## src/rtl/cw310_reg_crypt_seq.sv

```systemverilog
// Register front end and batch sequencer for a usb_clk-domain crypto core.
// Define CRYPT_EXTTRIG_EN to add the synchronised exttrigger_in start source.
module cw310_reg_crypt_seq #(
   parameter int pADDR_WIDTH          = 21,
   parameter int pBYTECNT_SIZE        = 7,
   parameter int pTEXT_WIDTH          = 128,
   parameter int pKEY_WIDTH           = 128,
   parameter int pBATCH_WIDTH         = 16,
   parameter int pTIMEOUT_WIDTH       = 24,
   parameter int pDONE_EDGE_SENSITIVE = 1
) (
   input  logic                                   usb_clk,
   input  logic                                   reset_i,
   input  logic [pADDR_WIDTH-pBYTECNT_SIZE-1:0]   reg_address,
   input  logic [pBYTECNT_SIZE-1:0]               reg_bytecnt,
   output logic [7:0]                             read_data,
   input  logic [7:0]                             write_data,
   input  logic                                   reg_read,
   input  logic                                   reg_write,
   input  logic                                   reg_addrvalid,
   input  logic                                   I_ready,
   input  logic                                   I_done,
   input  logic [pTEXT_WIDTH-1:0]                 I_cipherout,
   output logic [pKEY_WIDTH-1:0]                  O_key,
   output logic [pTEXT_WIDTH-1:0]                 O_textin,
   output logic                                   O_start,
   output logic                                   O_busy
`ifdef CRYPT_EXTTRIG_EN
   ,
   input  logic                                   exttrigger_in
`endif
);

   localparam int ADDR_W        = pADDR_WIDTH - pBYTECNT_SIZE;
   localparam int KEY_BYTES     = pKEY_WIDTH / 8;
   localparam int TEXT_BYTES    = pTEXT_WIDTH / 8;
   localparam int BATCH_BYTES   = pBATCH_WIDTH / 8;
   localparam int TIMEOUT_BYTES = pTIMEOUT_WIDTH / 8;

   localparam logic [ADDR_W-1:0] ADDR_KEY      = ADDR_W'(0);
   localparam logic [ADDR_W-1:0] ADDR_TEXTIN   = ADDR_W'(1);
   localparam logic [ADDR_W-1:0] ADDR_TEXTOUT  = ADDR_W'(2);
   localparam logic [ADDR_W-1:0] ADDR_GO       = ADDR_W'(3);
   localparam logic [ADDR_W-1:0] ADDR_BATCH    = ADDR_W'(4);
   localparam logic [ADDR_W-1:0] ADDR_PROGRESS = ADDR_W'(5);
   localparam logic [ADDR_W-1:0] ADDR_TIMEOUT  = ADDR_W'(6);
   localparam logic [ADDR_W-1:0] ADDR_LASTCYC  = ADDR_W'(7);
   localparam logic [ADDR_W-1:0] ADDR_ABORT    = ADDR_W'(8);

   typedef enum logic [2:0] {IDLE, WAIT_RDY, START, RUN, CAPTURE} state_t;

   state_t                      r_state;
   state_t                      w_nextState;
   logic [pKEY_WIDTH-1:0]       r_key;
   logic [pTEXT_WIDTH-1:0]      r_textin;
   logic [pTEXT_WIDTH-1:0]      r_work;
   logic [pTEXT_WIDTH-1:0]      r_textout;
   logic [pBATCH_WIDTH-1:0]     r_batchCount;
   logic [pBATCH_WIDTH-1:0]     r_progress;
   logic [pTIMEOUT_WIDTH-1:0]   r_timeout;
   logic [pTIMEOUT_WIDTH-1:0]   r_cycles;
   logic [pTIMEOUT_WIDTH-1:0]   r_lastCycles;
   logic                        r_doneFlag;
   logic                        r_timeoutErr;
   logic                        r_donePrev;

   logic                        w_wr;
   logic                        w_byte0;
   logic                        w_regGo;
   logic                        w_extEdge;
   logic                        w_goReq;
   logic                        w_abort;
   logic                        w_doneEvt;
   logic                        w_timeoutHit;
   logic [pBATCH_WIDTH-1:0]     w_effCount;
   logic [pBATCH_WIDTH-1:0]     w_progressInc;
   logic                        w_batchDone;
   logic [pTIMEOUT_WIDTH-1:0]   w_cyclesInc;
   logic [7:0]                  w_readByte;

   assign w_wr          = reg_addrvalid & reg_write;
   assign w_byte0       = (reg_bytecnt == '0);
   assign w_regGo       = w_wr & w_byte0 & (reg_address == ADDR_GO);
   assign w_abort       = w_wr & w_byte0 & (reg_address == ADDR_ABORT);
   assign w_goReq       = w_regGo | w_extEdge;
   assign w_doneEvt     = (pDONE_EDGE_SENSITIVE != 0) ? (I_done & ~r_donePrev) : I_done;
   assign w_timeoutHit  = (r_timeout != '0) && (r_cycles == (r_timeout - pTIMEOUT_WIDTH'(1)));
   assign w_effCount    = (r_batchCount == '0) ? pBATCH_WIDTH'(1) : r_batchCount;
   assign w_progressInc = r_progress + pBATCH_WIDTH'(1);
   assign w_batchDone   = (w_progressInc == w_effCount);
   assign w_cyclesInc   = (r_cycles == '1) ? r_cycles : r_cycles + pTIMEOUT_WIDTH'(1);

   assign O_key    = r_key;
   assign O_textin = r_work;

`ifdef CRYPT_EXTTRIG_EN
   // Two-flop synchroniser, then rising-edge detect so a held trigger starts once.
   (* ASYNC_REG = "TRUE" *) logic r_trigMeta;
   (* ASYNC_REG = "TRUE" *) logic r_trigSync;
   logic r_trigPrev;

   always_ff @(posedge usb_clk or posedge reset_i) begin
      if (reset_i) begin
         r_trigMeta <= 1'b0;
         r_trigSync <= 1'b0;
         r_trigPrev <= 1'b0;
      end else begin
         r_trigMeta <= exttrigger_in;
         r_trigSync <= r_trigMeta;
         r_trigPrev <= r_trigSync;
      end
   end

   assign w_extEdge = r_trigSync & ~r_trigPrev;
`else
   assign w_extEdge = 1'b0;
`endif

   always_ff @(posedge usb_clk or posedge reset_i) begin
      if (reset_i) begin
         r_state <= IDLE;
      end else begin
         r_state <= w_nextState;
      end
   end

   always_comb begin
      w_nextState = r_state;
      O_start     = 1'b0;
      O_busy      = (r_state != IDLE);
      case (r_state)
         IDLE:     if (w_goReq) w_nextState = WAIT_RDY;
         WAIT_RDY: if (I_ready) w_nextState = START;
         START: begin
            O_start     = 1'b1;
            w_nextState = RUN;
         end
         RUN: begin
            if (w_doneEvt)         w_nextState = CAPTURE;
            else if (w_timeoutHit) w_nextState = IDLE;
         end
         CAPTURE:  w_nextState = w_batchDone ? IDLE : WAIT_RDY;
         default:  w_nextState = IDLE;
      endcase
      if (w_abort) w_nextState = IDLE;
   end

   // Configuration registers are frozen while a batch is in flight.
   always_ff @(posedge usb_clk or posedge reset_i) begin
      if (reset_i) begin
         r_key        <= '0;
         r_textin     <= '0;
         r_batchCount <= pBATCH_WIDTH'(1);
         r_timeout    <= '0;
      end else if (w_wr && !O_busy) begin
         for (int i = 0; i < KEY_BYTES; i++)
            if (reg_address == ADDR_KEY && reg_bytecnt == pBYTECNT_SIZE'(i))
               r_key[8*i +: 8] <= write_data;
         for (int i = 0; i < TEXT_BYTES; i++)
            if (reg_address == ADDR_TEXTIN && reg_bytecnt == pBYTECNT_SIZE'(i))
               r_textin[8*i +: 8] <= write_data;
         for (int i = 0; i < BATCH_BYTES; i++)
            if (reg_address == ADDR_BATCH && reg_bytecnt == pBYTECNT_SIZE'(i))
               r_batchCount[8*i +: 8] <= write_data;
         for (int i = 0; i < TIMEOUT_BYTES; i++)
            if (reg_address == ADDR_TIMEOUT && reg_bytecnt == pBYTECNT_SIZE'(i))
               r_timeout[8*i +: 8] <= write_data;
      end
   end

   // An abort freezes every sequencer register; only the state returns to IDLE.
   always_ff @(posedge usb_clk or posedge reset_i) begin
      if (reset_i) begin
         r_work       <= '0;
         r_textout    <= '0;
         r_progress   <= '0;
         r_cycles     <= '0;
         r_lastCycles <= '0;
         r_doneFlag   <= 1'b0;
         r_timeoutErr <= 1'b0;
         r_donePrev   <= 1'b0;
      end else begin
         r_donePrev <= I_done;
         if (!w_abort) begin
            case (r_state)
               IDLE: begin
                  if (w_goReq) begin
                     r_work       <= r_textin;
                     r_progress   <= '0;
                     r_doneFlag   <= 1'b0;
                     r_timeoutErr <= 1'b0;
                  end
               end
               START: r_cycles <= '0;
               RUN: begin
                  if (!w_doneEvt) begin
                     if (w_timeoutHit) r_timeoutErr <= 1'b1;
                     else              r_cycles     <= w_cyclesInc;
                  end
               end
               CAPTURE: begin
                  r_textout    <= I_cipherout;
                  r_work       <= I_cipherout;
                  r_lastCycles <= w_cyclesInc;
                  r_progress   <= w_progressInc;
                  if (w_batchDone) r_doneFlag <= 1'b1;
               end
               default: ;
            endcase
         end
      end
   end

   always_comb begin
      w_readByte = 8'h00;
      case (reg_address)
         ADDR_KEY:
            for (int i = 0; i < KEY_BYTES; i++)
               if (reg_bytecnt == pBYTECNT_SIZE'(i)) w_readByte = r_key[8*i +: 8];
         ADDR_TEXTIN:
            for (int i = 0; i < TEXT_BYTES; i++)
               if (reg_bytecnt == pBYTECNT_SIZE'(i)) w_readByte = r_textin[8*i +: 8];
         ADDR_TEXTOUT:
            for (int i = 0; i < TEXT_BYTES; i++)
               if (reg_bytecnt == pBYTECNT_SIZE'(i)) w_readByte = r_textout[8*i +: 8];
         ADDR_GO:
            if (w_byte0) w_readByte = {5'b0, r_timeoutErr, r_doneFlag, O_busy};
         ADDR_BATCH:
            for (int i = 0; i < BATCH_BYTES; i++)
               if (reg_bytecnt == pBYTECNT_SIZE'(i)) w_readByte = r_batchCount[8*i +: 8];
         ADDR_PROGRESS:
            for (int i = 0; i < BATCH_BYTES; i++)
               if (reg_bytecnt == pBYTECNT_SIZE'(i)) w_readByte = r_progress[8*i +: 8];
         ADDR_TIMEOUT:
            for (int i = 0; i < TIMEOUT_BYTES; i++)
               if (reg_bytecnt == pBYTECNT_SIZE'(i)) w_readByte = r_timeout[8*i +: 8];
         ADDR_LASTCYC:
            for (int i = 0; i < TIMEOUT_BYTES; i++)
               if (reg_bytecnt == pBYTECNT_SIZE'(i)) w_readByte = r_lastCycles[8*i +: 8];
         default: w_readByte = 8'h00;
      endcase
   end

   assign read_data = reg_read ? w_readByte : 8'h00;

endmodule

```

## config.mk

```make
export PLATFORM = sky130hd
export DESIGN_NAME = cw310_reg_crypt_seq
export DESIGN_NICKNAME = d
export VERILOG_FILES = /design/src/rtl/cw310_reg_crypt_seq.sv
export SDC_FILE = /design/constraint.sdc
export NUM_CORES = 2
export LEC_CHECK = 0
export CORE_AREA = 2 2 231 233
export DETAILED_ROUTE_END_ITERATION = 10
export DIE_AREA = 0 0 233 235
export GPL_TIMING_DRIVEN = 0
export HOLD_SLACK_MARGIN = 0.15
export PLACE_DENSITY = 0.83
export SYNTH_ARGS = -nofsm -noshare
export SYNTH_HDL_FRONTEND = slang
export SYNTH_SLANG_ARGS = --single-unit
export TNS_END_PERCENT = 100
```

## constraint.sdc

```tcl
create_clock -name usb_clk -period 34.1 [get_ports usb_clk]
set_input_delay 6.82 -clock usb_clk [delete_from_list [all_inputs] [get_ports usb_clk]]
set_output_delay 6.82 -clock usb_clk [all_outputs]
set_load 0.02 [all_outputs]
```

==> metrics.txt <==
outcome=finished, violations left; failing checks=design-rule violations, max-capacitance violations, max-slew violations; initial core utilization=59.2%; Resized Gates After CTS=0; WP buf/inv=6; worst-path cell chain=clkdlybuf4s50_1 -> buf_1 -> buf_2 -> buf_1 -> clkbuf_1 -> nor2_1 -> o21ai_0 -> nand4_1 -> a21oi_1 -> o221ai_1 -> a41oi_1 -> clkdlybuf4s50_1; setup TNS=0 ns; fin. max-slew vios=11; VDD IR max=47.4 uV; r2r setup slk=29.60 ns; worst clock skew=0.0241 ns; Core Footprint=52,200 sq um; Global Route Usage Sum=51.0%; Clock transition at path regs=0.06 ns; Synth warnings=0; synthesized area per cell=10.4 sq um; flops & latches, synth=622; hold-critical path depth=2; Critical Path RT=27.28 ns; fin crit share=58.0%; Setup CP Type=in2out; Power Density=51.0 nW/um^2; GP Congestion=1.05; CP max stage cell=buf_1; RSZ-0062 raised after global routing=false; post-synthesis instance total=2,972; Via density=7.06; R2R cell count=8; vias in the first global route=29,106; die area=54,800 sq um; drt pass-1 iters=11; Total Wirelength=141,000 um; Synth Net Count=3,140; Worst Setup End Kind=output port; FF-to-FF End=O_textin[13]; initial antenna violation count=12; drt wl/cell=33.5 um; H-tree depth=3; fillcell total=3,341; Post-DP HPWL=102,000 um; Ports=430; Sw Share=30.4%; Worst Min Path Start=O_textin[127]; Hold Path Sink=O_textin[127]; Syn-to-layout area delta=24.2%; row cnt=84; critical path depth in cells=12; Leak=17.0 nW; CP delay by family, top=buffers and inverters; Hold WC Path Type=reg2reg; TritonCTS Sinks=622; P_int=1.36 mW; CP startpoint kind=input pin; slowest stage delay, CP=1.05 ns; Die Width=233 um; Syn Std Cell Area=30,900 sq um; NumNets Final=3,633; Post-CTS Setup Inserts=0; Worst slew margin=-5.40%; crit path DAT=12.97 ns; die height=235 um; Slew @ Worst Pin=1.58 ns; layout cells sized above 1=16.2%; fin util=73.6%; ys async rst share=100%; Power Total=1.96 mW; via count=29,741; Max Cap Viol=1; total global routing overflow=0; net switching power=596 uW; sequential share of the synthesized area=50.3%; final setup fails=0; DRC marker count from the first detailed-route iteration=4,847; worst r2r src=r_state[0]; cts bufs inserted=67; Peak Freq=0.0505 GHz; Yosys cell types=85; root cell of the clock tree=clkbuf_16; CTS tree=done; final hold vios=0; tightest hold margin=0.478 ns; Residual DRC=10; IO Port Bufs=420; DRT antenna net count=0; EDFF count, synth=0; Clk pwr share=39.5%; Primary FF master, synth=dfrtp_1; CP max FO=11; hold-fix buffer count after cts=0; Clk Latency, worst-skew pair=0.64 ns; Comb pwr share=15.5%; Flop pwr share=45.1%; pin count of the biggest net entering global routing=140; first-pass GRT wire length=200,000 um; Max clock buf depth=3; post-route minimum period=19.79 ns
==> cells in the final DEF (no fill, tap or decap), types with 20 or more instances in the layout <==
master / synthesis / routed
nand2_1: 655 / 655
dfrtp_1: 621 / 621
clkdlybuf4s50_1: 0 / 420
mux2_2: 310 / 310
o21ai_0: 239 / 239
mux2i_1: 154 / 154
clkbuf_1: 129 / 142
nor2_1: 128 / 128
a21oi_1: 75 / 75
clkbuf_16: 0 / 68
buf_2: 54 / 54
xnor2_1: 44 / 44
nand3_1: 39 / 39
xor2_1: 33 / 33
a22oi_1: 32 / 32
mux4_2: 32 / 32
nor3_1: 29 / 29
o22ai_1: 28 / 28
buf_1: 24 / 23
inv_1: 21 / 20
==> power groups by stage <==
stage	combinational (mW)	clock (mW)	sequential (mW)
after floorplan	0.166	0	0.860
after global placement	0.272	0	0.884
after detailed placement	0.285	0	0.884
after CTS	0.291	0.762	0.874
after global routing	0.318	0.796	0.881
final	0.303	0.773	0.882
==> worst reg2reg max path, stage by stage, from the launching register on <==
cell	delay, ns
dfrtp_1	0.35
clkbuf_1	0.18
nor2_1	0.26
and2_1	0.17
clkbuf_1	0.75
clkbuf_1	1.23
clkbuf_1	0.85
mux2i_1	0.43
o21ai_0	0.13
==> cells by family (layout without fill, tap and decap cells) <==
logic type	Yosys count	after routing	synth area share [%]
other	0	7	0
multiplexers	496	496	18.6
buffers and inverters	237	780	3.23
AO/OA/AOI/OAI	553	553	11.6
adder cells (fa/ha/maj)	4	4	0.162
AND/OR/NAND/NOR	983	983	13.9
XOR/XNOR	77	77	2.18
flip-flops	622	622	50.3
==> metal layers <==
metal / vias to the layer above / global-route usage, % / part of all wire (%)
met5: - / 0.0893 / 0.044
met4: 8 / 34.2 / 8.5
met3: 767 / 18.3 / 14
met2: 2800 / 72.5 / 42
met1: 14627 / 65.3 / 35
li1: 11539 / - / -
==> cells in the mapped netlist, drive strengths merged (33+ instances only) <==
| cell | instances | share of area, % |
|---|---|---|
| a21oi | 76 | 1.3 |
| buf | 86 | 1.4 |
| clkbuf | 129 | 1.6 |
| dfrtp | 621 | 50 |
| mux2 | 310 | 11 |
| mux2i | 154 | 5.0 |
| nand2 | 657 | 8.0 |
| nand3 | 40 | 0.66 |
| nor2 | 134 | 1.7 |
| nor3 | 37 | 0.73 |
| o21ai | 241 | 3.9 |
| xnor2 | 44 | 1.2 |
| xor2 | 33 | 0.93 |
==> worst max-delay path by stage <==
stage | start | to
detailed placement | reg_bytecnt[1] | read_data[1]
finish | reg_bytecnt[1] | read_data[1]
global route | reg_bytecnt[0] | read_data[0]
global placement | reset_i | r_progress[14]
CTS | reg_bytecnt[1] | read_data[1]
floorplan | reset_i | O_key[0]
==> registers in the layout, indices dropped and copies added (netlist names) <==
| register | flops |
|---|---|
| O_key | 128 |
| O_textin | 128 |
| r_batchCount | 16 |
| r_cycles | 24 |
| r_doneFlag | 1 |
| r_donePrev | 1 |
| r_lastCycles | 24 |
| r_progress | 16 |
| r_state | 3 |
| r_textin | 128 |
| r_textout | 128 |
| r_timeout | 24 |
| r_timeoutErr | 1 |
==> cell type report <==
class | instances | area (sq um) | share of cell area (%)
Sequential cell | 622 | 15600 | 40.5
Multi-Input combinational cell | 2113 | 14400 | 37.4
Timing Repair Buffer | 424 | 4310 | 11.2
Clock buffer | 96 | 1960 | 5.09
Buffer | 215 | 917 | 2.39
Tap cell | 688 | 861 | 2.24
Clock inverter | 23 | 318 | 0.827
Inverter | 22 | 90.1 | 0.234
Antenna cell | 7 | 17.5 | 0.0456
==> metrics by stage <==
| step | cells | setup slack [ns] | instance area (sq um) |
|---|---|---|---|
| 3_3_place_gp | 4080 | 4.00 | 36000 |
| 2_1_floorplan | 2972 | 9.86 | 30900 |
| 4_1_cts | 4203 | 14.95 | 38400 |
| 3_5_place_dp | 4084 | 14.96 | 36100 |
| 6_report | 4210 | 14.31 | 38400 |
| 5_1_grt | 4204 | 14.73 | 38400 |
Power figures use the tool's default switching activity.
